### config.mk
export PLATFORM = sky130hd
export DESIGN_NAME = instr_encoder
export DESIGN_NICKNAME = d
export VERILOG_FILES = /design/src/rtl/instr_encoder_pkg.sv /design/src/rtl/instr_encoder_imm_pack.sv /design/src/rtl/instr_encoder.sv
export SDC_FILE = /design/constraint.sdc
export NUM_CORES = 1
export LEC_CHECK = 0
export BUFFER_PORTS_ARGS = -buffer_cell sky130_fd_sc_hd__clkbuf_2
export CORE_UTILIZATION = 52
export DETAILED_ROUTE_END_ITERATION = 8
export GPL_TIMING_DRIVEN = 0
export HOLD_SLACK_MARGIN = 0.06
export PLACE_DENSITY_LB_ADDON = 0.1
export SYNTH_ARGS = -nofsm -noshare
export SYNTH_HDL_FRONTEND = slang
export SYNTH_SLANG_ARGS = --single-unit
export TNS_END_PERCENT = 1
### constraint.sdc
create_clock -name clk -period 3.5 [get_ports clk]
set_clock_uncertainty 0.2 [all_clocks]
set_input_delay 0.525 -clock clk [delete_from_list [all_inputs] [get_ports clk]]
set_output_delay 0.525 -clock clk [all_outputs]
set_load 0.1 [all_outputs]
### src/rtl/instr_encoder_pkg.sv
// Shared instruction-format and opcode definitions for the RV64IM+Zicsr encode/decode path.
package instr_encoder_pkg;

    typedef enum logic [2:0] {
        FMT_R   = 3'd0,
        FMT_I   = 3'd1,
        FMT_S   = 3'd2,
        FMT_B   = 3'd3,
        FMT_U   = 3'd4,
        FMT_J   = 3'd5,
        FMT_CSR = 3'd6
    } enc_fmt_t;

    localparam logic [6:0] OP_LUI    = 7'b0110111;
    localparam logic [6:0] OP_AUIPC  = 7'b0010111;
    localparam logic [6:0] OP_JAL    = 7'b1101111;
    localparam logic [6:0] OP_JALR   = 7'b1100111;
    localparam logic [6:0] OP_BRANCH = 7'b1100011;
    localparam logic [6:0] OP_LOAD   = 7'b0000011;
    localparam logic [6:0] OP_STORE  = 7'b0100011;
    localparam logic [6:0] OP_IMM    = 7'b0010011;
    localparam logic [6:0] OP_IMM32  = 7'b0011011;
    localparam logic [6:0] OP_REG    = 7'b0110011;
    localparam logic [6:0] OP_REG32  = 7'b0111011;
    localparam logic [6:0] OP_SYSTEM = 7'b1110011;

endpackage

### src/rtl/instr_encoder_imm_pack.sv
// Places immediate bits into their format-specific slots and flags immediates that cannot be encoded.
module enc_imm_pack
    import instr_encoder_pkg::*;
(
    input  enc_fmt_t    fmt,
    input  logic [6:0]  opcode,
    input  logic [2:0]  funct3,
    input  logic [6:0]  funct7,
    input  logic [63:0] imm,
    output logic [31:0] imm_bits,
    output logic        err
);

    logic fits12, fits13, fits21, fits32, shift_f3;

    // A value fits an N-bit signed field when all bits from N-1 upward are identical.
    assign fits12   = (&imm[63:11]) | ~(|imm[63:11]);
    assign fits13   = (&imm[63:12]) | ~(|imm[63:12]);
    assign fits21   = (&imm[63:20]) | ~(|imm[63:20]);
    assign fits32   = (&imm[63:31]) | ~(|imm[63:31]);
    assign shift_f3 = (funct3 == 3'b001) || (funct3 == 3'b101);

    always_comb begin
        imm_bits = '0;
        err      = 1'b0;
        case (fmt)
            FMT_R, FMT_CSR: begin
                imm_bits = '0;
            end
            FMT_I: begin
                if (opcode == OP_IMM && shift_f3) begin
                    imm_bits = {funct7[6:1], imm[5:0], 20'b0};
                end else if (opcode == OP_IMM32 && shift_f3) begin
                    imm_bits = {funct7, imm[4:0], 20'b0};
                    err      = imm[5];
                end else begin
                    imm_bits = {imm[11:0], 20'b0};
                    err      = !fits12;
                end
            end
            FMT_S: begin
                imm_bits = {imm[11:5], 13'b0, imm[4:0], 7'b0};
                err      = !fits12;
            end
            FMT_B: begin
                imm_bits = {imm[12], imm[10:5], 13'b0, imm[4:1], imm[11], 7'b0};
                err      = !fits13 || imm[0];
            end
            FMT_U: begin
                imm_bits = {imm[31:12], 12'b0};
                err      = (|imm[11:0]) || !fits32;
            end
            FMT_J: begin
                imm_bits = {imm[20], imm[10:1], imm[11], imm[19:12], 12'b0};
                err      = !fits21 || imm[0];
            end
            default: begin
                err = 1'b1;
            end
        endcase
    end

endmodule

### src/rtl/instr_encoder.sv
// Packs decoded instruction fields into a 32-bit word behind a 2-entry output buffer with delivery counters.
module instr_encoder
    import instr_encoder_pkg::*;
#(
    parameter int DEPTH = 2,
    parameter int CNT_W = 32
) (
    input  logic             clk,
    input  logic             resetn,
    input  logic             in_valid,
    output logic             in_ready,
    input  logic [2:0]       in_fmt,
    input  logic [6:0]       in_opcode,
    input  logic [2:0]       in_funct3,
    input  logic [6:0]       in_funct7,
    input  logic [4:0]       in_rd,
    input  logic [4:0]       in_rs1,
    input  logic [4:0]       in_rs2,
    input  logic [63:0]      in_imm,
    input  logic [11:0]      in_csr,
    output logic             out_valid,
    input  logic             out_ready,
    output logic [31:0]      out_instr,
    output logic             out_err,
    output logic [CNT_W-1:0] enc_cnt,
    output logic [CNT_W-1:0] err_cnt
);

    localparam logic [1:0] FULL = 2'(DEPTH);

    enc_fmt_t    fmt;
    logic [31:0] imm_bits;
    logic        imm_err;
    logic [31:0] word;
    logic [31:0] enc_word;

    logic [31:0] rd_f, rs1_f, rs2_f, f3_f, f7_f, csr_f;

    logic [31:0] buf_instr [2];
    logic        buf_err   [2];
    logic        wr_ptr, rd_ptr;
    logic [1:0]  occ;
    logic        push, pop;

    assign fmt = enc_fmt_t'(in_fmt);

    enc_imm_pack u_imm_pack (
        .fmt      (fmt),
        .opcode   (in_opcode),
        .funct3   (in_funct3),
        .funct7   (in_funct7),
        .imm      (in_imm),
        .imm_bits (imm_bits),
        .err      (imm_err)
    );

    assign rd_f  = {20'b0, in_rd, 7'b0};
    assign f3_f  = {17'b0, in_funct3, 12'b0};
    assign rs1_f = {12'b0, in_rs1, 15'b0};
    assign rs2_f = {7'b0, in_rs2, 20'b0};
    assign f7_f  = {in_funct7, 25'b0};
    assign csr_f = {in_csr, 20'b0};

    always_comb begin
        word = {25'b0, in_opcode} | imm_bits;
        case (fmt)
            FMT_R:        word = word | f7_f | rs2_f | rs1_f | f3_f | rd_f;
            FMT_I:        word = word | rs1_f | f3_f | rd_f;
            FMT_S, FMT_B: word = word | rs2_f | rs1_f | f3_f;
            FMT_U, FMT_J: word = word | rd_f;
            FMT_CSR:      word = word | csr_f | rs1_f | f3_f | rd_f;
            default:      word = '0;
        endcase
    end

    // Unencodable bundles still occupy a slot so downstream ordering is preserved.
    assign enc_word = imm_err ? 32'h0 : word;

    assign in_ready  = resetn && (occ != FULL);
    assign out_valid = (occ != 2'd0);
    assign push      = in_valid && in_ready;
    assign pop       = out_valid && out_ready;
    assign out_instr = out_valid ? buf_instr[rd_ptr] : 32'h0;
    assign out_err   = out_valid ? buf_err[rd_ptr] : 1'b0;

    always_ff @(posedge clk or negedge resetn) begin
        if (!resetn) begin
            for (int i = 0; i < 2; i++) begin
                buf_instr[i] <= '0;
                buf_err[i]   <= 1'b0;
            end
            wr_ptr  <= 1'b0;
            rd_ptr  <= 1'b0;
            occ     <= 2'd0;
            enc_cnt <= '0;
            err_cnt <= '0;
        end else begin
            if (push) begin
                buf_instr[wr_ptr] <= enc_word;
                buf_err[wr_ptr]   <= imm_err;
                wr_ptr            <= ~wr_ptr;
            end
            if (pop) begin
                rd_ptr  <= ~rd_ptr;
                enc_cnt <= enc_cnt + CNT_W'(1);
                if (buf_err[rd_ptr]) begin
                    err_cnt <= err_cnt + CNT_W'(1);
                end
            end
            case ({push, pop})
                2'b10:   occ <= occ + 2'd1;
                2'b01:   occ <= occ - 2'd1;
                default: occ <= occ;
            endcase
        end
    end

endmodule

### After elaboration in Yosys (flattened, before gate mapping)

Index checks and enable logic that the tools add are counted.

* reductions and logical operators: 30
* $lt $le $gt $ge: 3
* add/sub/neg operators: 4
* multiplexer cells: 23
* bitwise operators: 29
* equality and inequality tests: 13

Operator list (number)
* 32-bit one-hot mux with 5 select lines: 2
* 32-bit 2-to-1 mux: 8
* 32-bit by 12-bit OR with 32-bit output: 4
* 32-bit by 15-bit OR with 32-bit output: 4
* 32-bit by 20-bit OR with 32-bit output: 4
* 32-bit by 1-bit adder with 32-bit output (second input constant): 2
* 64-bit bitwise mux: 1
* 32-bit by 25-bit OR with 32-bit output: 2
* 32-bit OR: 2
* 53-bit AND reduction: 1
* 53-bit OR reduction: 1
* 52-bit AND reduction: 1
* 52-bit OR reduction: 1
* 44-bit AND reduction: 1
* 44-bit OR reduction: 1
* 33-bit AND reduction: 1
* 33-bit OR reduction: 1
* 32-bit demux with 1-bit select: 1
* 7-bit by 32-bit OR with 32-bit output: 1
* 7-bit by 5-bit == test with 1-bit output (second input constant): 2
* 3-bit == test (second input constant): 4
* 12-bit OR reduction: 1
* 1-bit 2-to-1 mux: 7
* 3-bit by 1-bit == test with 1-bit output (second input constant): 2
* 22 further kinds: 47

* bits in registers: 134
* word-level logic and storage cells: 111

### Longest topological paths before layout

Gate-level depths: netlist of the first run.

* depth after elaboration: 15
* gate-level depth with buffers: 11
* depth with buffers taken out: 8

### By module

From an unflattened synthesis of the first run, not the netlist that was laid out.

* cells, all modules: 757
* area, all modules: 7310.8 um^2

By module, submodules not included
* instr_encoder: seq. area each 3353.2 um^2, cells each 601, area each 6316.1 um^2, instances 1
* enc_imm_pack: seq. area each 0.0 um^2, cells each 156, area each 994.7 um^2, instances 1

### Worst setup path before layout of the first run

OpenSTA, ideal clock, no wires.

* path kind: input -> register
* from: input port resetn
* to: register buf_instr[62] (netlist name)
* buffers on the path: 2
* cell stages on the path: 7
* path slack: -1191 ps
* arrival time: 4424 ps
* data required time: 3232 ps
* library setup time: 68 ps
* cells stage by stage: a21boi_0 > nand2_1 > or2_2 > clkbuf_1 > nor2_1 > clkbuf_1 > a32o_1

* word-level cells in the longest chain between the ends: 2

RTL lines
* start: declaration: RTL line instr_encoder.sv:9 `input logic resetn,`
* 1-bit logical AND: RTL line instr_encoder.sv:79 `assign in_ready = resetn && (occ != FULL);`
* 1-bit logical AND: RTL line instr_encoder.sv:81 `assign push = in_valid && in_ready;`
* end signal: indexed assignment: RTL line instr_encoder.sv:99 `buf_instr[wr_ptr] <= enc_word;`
* end: declaration: RTL line instr_encoder.sv:39 `logic [31:0] buf_instr [2];`

Every way passes these cells.
A chain may end at the register's enable or synchronous reset.

### Final worst setup path of the first run

* from: register occ[0]
* to: output port out_instr[7]

* word-level cells in the longest chain between the ends: 2

RTL lines
* start: declaration: RTL line instr_encoder.sv:42 `logic [1:0] occ;`
* start signal: assignment: RTL line instr_encoder.sv:111 `2'b10: occ <= occ + 2'd1;`
* start signal: assignment: RTL line instr_encoder.sv:112 `2'b01: occ <= occ - 2'd1;`
* 2-bit nonzero test: RTL line instr_encoder.sv:80 `assign out_valid = (occ != 2'd0);`
* 32-bit 2-to-1 mux: RTL line instr_encoder.sv:83 `assign out_instr = out_valid ? buf_instr[rd_ptr] : 32'h0;`
* end: declaration: RTL line instr_encoder.sv:23 `output logic [31:0] out_instr,`

Every way passes these cells.

==> results of run 1 <==
## worst max-delay path by stage
stage          cells past startpoint  slack (ns)                        end
3_5_place_dp                      10        -0.1  buf_instr[10]$_DFFE_PN0P_
4_1_cts                            5        0.16               out_instr[7]
5_1_grt                            9        0.02    err_cnt[31]$_DFFE_PN0P_
3_3_place_gp                       8       -1.96  buf_instr[42]$_DFFE_PN0P_
6_report                           5        0.18               out_instr[7]
2_1_floorplan                      8        0.33    err_cnt[25]$_DFFE_PN0P_
## layout make-up
| type | instances | area share |
|---|---|---|
| multi-input combinational | 499 | 0.385 |
| sequential | 134 | 0.369 |
| timing repair buffer | 216 | 0.125 |
| clock buffer | 23 | 0.0515 |
| tap | 176 | 0.0242 |
| buffer | 43 | 0.0212 |
| clock inverter | 9 | 0.0190 |
| inverter | 11 | 0.00454 |
## worst reg2reg max path: cells and delay by family (launching register included)
family | cells | cell delay (ns)
buf+inv | 1 | 0.23
compound gates | 1 | 0.29
xor+xnor | 1 | 0.14
flops | 1 | 0.42
simple gates | 5 | 1.75
## logic make-up after synthesis
family	after synthesis	share of synthesized area
xor+xnor	66	0.0816
fa+ha+maj	5	0.00884
buf+inv	54	0.0330
mux	49	0.0698
simple gates	246	0.175
compound gates	133	0.158
flops	134	0.474
## stage by stage
step           hold WS [ns]  instance area [µm²]  cells  utilization
3_5_place_dp          0.262                 8410   1077        0.635
4_1_cts               0.192                 9080   1111        0.686
5_1_grt               0.196                 9080   1111        0.686
3_3_place_gp          0.260                 8370   1076        0.632
2_1_floorplan        0.0294                 7080    687            -
6_report              0.202                 9080   1111        0.686
## layer usage
layer  GRT usage  vias up
li1            -     3039
met1       0.385     3241
met2       0.533      282
met3      0.0569       47
met4       0.141        0
met5           0        -
## registers in the layout (all words and copies together), names as in the netlist
| register | count |
|---|---|
| buf_err | 2 |
| buf_instr | 64 |
| enc_cnt | 32 |
| err_cnt | 32 |
| occ | 2 |
| rd_ptr | 1 |
| wr_ptr | 1 |
## Yosys cell counts (all sizes together) (2+ instances only)
cell	n	area [µm²]
a32oi	2	17.5
nand4	26	163
buf	16	91.3
a311oi	2	23.8
a32o	51	510
nor2	81	304
and4	6	52.6
inv	11	41.3
xnor2	46	403
ha	5	62.6
or4	5	37.5
or3	3	18.8
nand3	29	145
a31oi	2	12.5
dfrtp	134	3350
xor2	20	175
a21boi	2	15.0
a22o	24	210
or2	4	25.0
a221o	2	20.0
o21ai	15	75.1
a21oi	9	45.0
nand2	38	143
nand2b	2	12.5
mux2	3	33.8
and2	2	12.5
nor4	12	81.3
o22a	6	52.6
a22oi	14	105
mux2i	46	460
nor3	12	60.1
and3	16	100
nor2b	5	31.3
clkbuf	27	101
## report_power, final
| part | total (mW) | switching, mW | internal [mW] |
|---|---|---|---|
| Clock | 1.93 | 0.628 | 1.30 |
| Sequential | 2.13 | 0.242 | 1.89 |
| Combinational | 3.05 | 2.34 | 0.714 |
==> results.md, run 1 <==
* Synthesized cell area at approximately 7100 µm²
* FF+latch count, synth at about 130
* I/O pins at roughly 210
* Met3 wire len at 1.29 mm
* Filler cells at roughly 1100
* Most frequent cells in the layout: clkbuf_2 (212), dfrtp_1 (134), nor2_1 (81)
* Number of synthesized flops with an enable pin at 0
* DR WL/cell at 19.2 µm
* Power per cell area at a little under 800 nW/µm²
* Most common cell after layout, fill and taps aside: clkbuf_2
* Hold path depth at 2
* Vias per cell at ~5.9
* Lkg Pwr at approximately 4.5 nW
* Max Used Layer: met4
* Largest net degree at the start of global routing at slightly below 80
* Slew HR at 0.276
* Crit path buf inv count at 3
* DRC violations left at 0
* CP startpoint: occ[0]$_DFFE_PN0P_
* Post-route setup slack at about 0.18 ns
* Crit. End Element: output port
* Total core area at 13200 µm²
* Mean Syn Cell Area at 10.3 µm²
* Power after layout at between 7 and 8 mW
* Root buffer cell: clkbuf_16
* Die width at between 100 and 150 µm
* Crit-path leading delay family: buffers and inverters
* Met2 WL at approximately 11 mm
* Setup crit start kind: register
* DP HPWL at around 16 mm
* Routed Antenna Nets at 0
* Setup violators final at 0
* Worst r2r dst: err_cnt[25]$_DFFE_PN0P_
* Most used DFF post-synth: dfrtp_1
* DRT Pass-1 Iters at 5
* H-tree levels at 4
* Final hold violation count at 0
* Initial antenna violation count at 0
* RD Place Congestion at 0.977
* CP dominant cell by count: nor2_1
* Final #Nets at 1042
* R2R cell count at 8
* HP Class: primary input to register
* DRT Wirelength at about 21 mm
* Yosys cell types at 50
* Share of layout cells above drive strength 1 at 0.283
* Num CTS Buffers at 17
* Period minus WS final at about 3.3 ns
* CP required at between 2 and 3 ns
* Congestion Overflow GR at 0
* Ant. Diodes at 0
* Worst VDD drop at about 480 µV
* Reg2Reg Setup Slack at roughly 0.36 ns
* CP max-delay cell: nor2_1
* Setup TNS at 0 ns
* Fmax at 301 MHz
* RSZ-0062 raised after global routing: no
* Hold Path Origin: in_opcode[5]
* Vias in the first global route at 6620
* Register area at 3350 µm²
* Max Slew Vio Count at 0
* CP Cell Sequence: buf_2 -> nor2_1 -> clkbuf_1 -> nor2_1 -> clkbuf_2
* DRT iter0 DRCs at 510
* Final period util at 0.949
* Mapped Nets at ~800
* Die ar. at around 14000 µm²
* Hold-fix buffers, CTS at 2
* YS warnings at 0
* Max Cap Viol at 0
* First-pass GRT wire length at about 34 mm
* Dpl ws at -0.0962 ns
* Critical path class: register to output port
* Reg-to-Reg Start: occ[1]$_DFFE_PN0P_
* Area delta synth->final at 28.3%
* Worst-skew pair later-pin latency at ~0.42 ns
* Vias at about 6600
* Die span in y at ~120 µm
* Post-CTS resize count at 0
* GRT Total Usage at 0.312
* Initial Util at 0.535
* CP peak stage delay at approximately 0.57 ns
* Post-CTS Setup Inserts at 0
* Worst Hold End: buf_instr[37]$_DFFE_PN0P_
* Fraction of registers with async set/reset at 1.00
* Site Rows at between 40 and 50
* Clock tree buffer depth at 2
* Port bufs at around 210
* Crit path DAT at between 2 and 3 ns
* Status: finished clean
* Register area share after synthesis at 0.474
* Worst Path Max Fanout at 10
* Multi-input gate area at around 3500 µm²
* Worst slew pin tran at around 1.1 ns
* M1 wire length at 8.72 mm
* CTS tree: yes
* Clk pin slew, worst setup/hold paths at ~0.06 ns
* Mapped Cells at 687
* Clock sinks at between 100 and 150
Power figures use the tool's default switching activity.
==> inputs of run 2 (changes only) <==
--- a/config.mk
+++ b/config.mk
@@ -5,9 +5,9 @@
 export SDC_FILE = /design/constraint.sdc
 export NUM_CORES = 1
 export LEC_CHECK = 0
-export BUFFER_PORTS_ARGS = -buffer_cell sky130_fd_sc_hd__clkbuf_2
-export CORE_UTILIZATION = 52
+export CORE_UTILIZATION = 64
 export DETAILED_ROUTE_END_ITERATION = 8
+export DONT_BUFFER_PORTS = 1
 export GPL_TIMING_DRIVEN = 0
 export HOLD_SLACK_MARGIN = 0.06
 export PLACE_DENSITY_LB_ADDON = 0.1
==> results.md, run 2 (synthesis results as in run 1) <==
* Crit-path leading delay family: buffers and inverters
* Vias per cell at 6.75 (+13%)
* Max Cap Viol at 0 (unchanged)
* CP required at 2.77 ns (about the same)
* Congestion Overflow GR at 0 (unchanged)
* Final #Nets at 834 (-20%)
* Worst Path Max Fanout at 10 (unchanged)
* Setup crit start kind: register
* Slew HR at 0.249 (-0.0271)
* Crit. End Element: output port
* Crit path buf inv count at 2 (-1)
* Period minus WS final at 3.48 ns (+0.161 ns)
* Initial Util at 0.656 (+0.121)
* CP peak stage delay at 0.85 ns (+0.28 ns)
* DRT Wirelength at 20.3 mm (-5.1%)
* Status: finished, violations left
* Biggest register: buf_instr
* Clock sinks at 134 (unchanged)
* Worst-skew pair later-pin latency at 0.53 ns (+0.11 ns)
* Hold_ws at -0.519 ns (-0.721 ns)
* Hold-fix buffers, CTS at 8 (+6)
* DP HPWL at 14.7 mm (-9.4%)
* Critical path class: register to output port
* Inst Count DP at 827 (-23%)
* DRT Pass-1 Iters at 5 (unchanged)
* Vias in the first global route at 5952 (-10%)
* Share of layout cells above drive strength 1 at 0.139 (-0.144)
* Lkg Pwr at 3.55 nW (-21%)
* Die ar. at 11500 µm² (-18%)
* Crit path DAT at 2.76 ns (+0.16 ns)
* Initial antenna violation count at 1 (+1)
* First-pass GRT wire length at 30.7 mm (-9.3%)
* Die width at 107 µm (-9.7%)
* RD Place Congestion at 1.01 (+2.9%)
* DRT iter0 DRCs at 523 (+2.5%)
* Die span in y at 107 µm (-9.7%)
* Clock tree buffer depth at 2 (unchanged)
* Setup violators final at 0 (unchanged)
* Failing checks: hold timing
* HP Class: primary input to async pin
* DRC violations left at 0 (unchanged)
* Site Rows at 38 (-9.5%)
* Routed Antenna Nets at 0 (unchanged)
* Clk pin slew, worst setup/hold paths at 0.06 ns (about the same)
* Cell Count, Final, Fillers Out at 868 (-22%)
* H-tree levels at 4 (unchanged)
* Fmax at 287 MHz (-4.6%)
* Filler cells at 728 (-33%)
* CP Cell Sequence: buf_2 -> buf_1 -> mux2i_1 -> nor2_2
* Root buffer cell: clkbuf_8
* Vias at 5858 (-11%)
* Final period util at 0.995 (+0.0461)
* CP max-delay cell: nor2_2
* Largest net degree at the start of global routing at 136 (+77%)
* RSZ-0062 raised after global routing: yes
* GRT Total Usage at 0.359 (+0.0467)
* Most frequent cells in the layout: dfrtp_1 (124), a32o_1 (51), mux2i_1 (46), nor2_1 (46), xnor2_1 (46)
* Most common cell after layout, fill and taps aside: dfrtp_1
* Max FFs per register at 64 (unchanged)
* Final hold violation count at 134 (+134)
* Dpl ws at -0.313 ns (-0.216 ns)
* Total core area at 10800 µm² (-18%)
* Num CTS Buffers at 17 (unchanged)
* Area delta synth->final at 14.4%
* Power per cell area at 834 nW/µm² (+6.5%)
* Biggest regs: buf_instr: 64 flops, enc_cnt: 32 flops, err_cnt: 32 flops
* CTS tree: yes
* Post-route setup slack at 0.0183 ns (-0.161 ns)
* Worst VDD drop at 588 µV (+24%)
* DR WL/cell at 23.4 µm (+21%)
* Worst slew pin tran at 1.13 ns (+0.0494 ns)
* Post-CTS Setup Inserts at 0 (unchanged)
* Port bufs at 0 (-100%)
* I/O pins at 214 (unchanged)
* Max Slew Vio Count at 0 (unchanged)
## run 2: changes by cell type in the layout (fill, tap and decap cells not counted), sizes merged
| cell | change |
|---|---|
| inv | +1 |
| clkbuf | -215 |
| bufinv | -4 |
| diode | +1 |
| buf | -2 |
| clkinvlp | +1 |
| dlygate4sd3 | +7 |
| clkinv | +4 |
## run 2: worst paths after layout
path | depth (start not counted) | slack [ns] | from | end
worst min register to register | 1 | 0.29 | buf_instr[0]$_DFFE_PN0P_ | buf_instr[0]$_DFFE_PN0P_
worst max-delay path | 4 | 0.02 | rd_ptr$_DFFE_PN0P_ | out_instr[12]
worst min-delay path | 0 | -0.52 | resetn | enc_cnt[20]$_DFFE_PN0P_
min in group clk | 2 | 0.11 | in_imm[2] | buf_instr[9]$_DFFE_PN0P_
worst max register to register | 9 | 0.14 | occ[0]$_DFFE_PN0P_ | buf_instr[48]$_DFFE_PN0P_
max in group asynchronous | 0 | 3.45 | resetn | err_cnt[6]$_DFFE_PN0P_
## run 2: area by class of cell
type | instances | area [µm²] | area share
Multi-Input combinational cell | 499 | 3680 | 0.455
Sequential cell | 134 | 3370 | 0.415
Clock buffer | 21 | 459 | 0.0567
Buffer | 43 | 195 | 0.0241
Tap cell | 140 | 175 | 0.0216
Clock inverter | 11 | 100 | 0.0124
Timing Repair Buffer | 8 | 80.1 | 0.00988
Inverter | 11 | 41.3 | 0.00510
Antenna cell | 1 | 2.50 | 0.000309
## run 2: worst register-to-register path, cell delays in order (launching register included)
cell	delay (ns)
dfrtp_1	0.32
buf_2	0.16
inv_1	0.09
a21boi_4	0.64
nand2_1	0.22
or2_2	0.31
clkbuf_1	0.20
nor2_2	0.42
clkbuf_1	0.47
a32o_1	0.26
## run 2: repair_timing
action                                 4_1_cts  5_1_grt
setup endpoints to repair                   58       41
endpoints found under the hold margin      149      134
gates resized for setup                     16       18
## run 2: stage by stage
stage | util | hold slack (ns) | power, mW | setup TNS (ns) | instance area (µm²)
floorplan | - | 0.0294 | 4.52 | 0 | 7080
global placement | 0.673 | 0.0316 | 4.80 | -4.82 | 7260
detailed placement | 0.680 | 0.0318 | 4.95 | -6.87 | 7340
CTS | 0.746 | -0.535 | 6.71 | -0.230 | 8060
global route | 0.751 | -0.529 | 6.99 | -0.388 | 8100
finish | 0.751 | -0.519 | 6.75 | 0 | 8100
## run 2: metal layers
layer  part of all wire  GRT usage  vias up
met1               0.37      0.414     2890
met3              0.083     0.0906       51
met4              0.043      0.199        0
met5                  0          0        -
met2               0.50      0.610      303
li1                   -          -     2614
## run 2: power by group
part           internal, mW  total [mW]  switching [mW]  leakage, nW
registers              1.88        2.59           0.704         1.80
clock network         0.998        1.68           0.679        0.274
logic                 0.597        2.49            1.89         1.48
total                  3.48        6.75            3.28         3.55
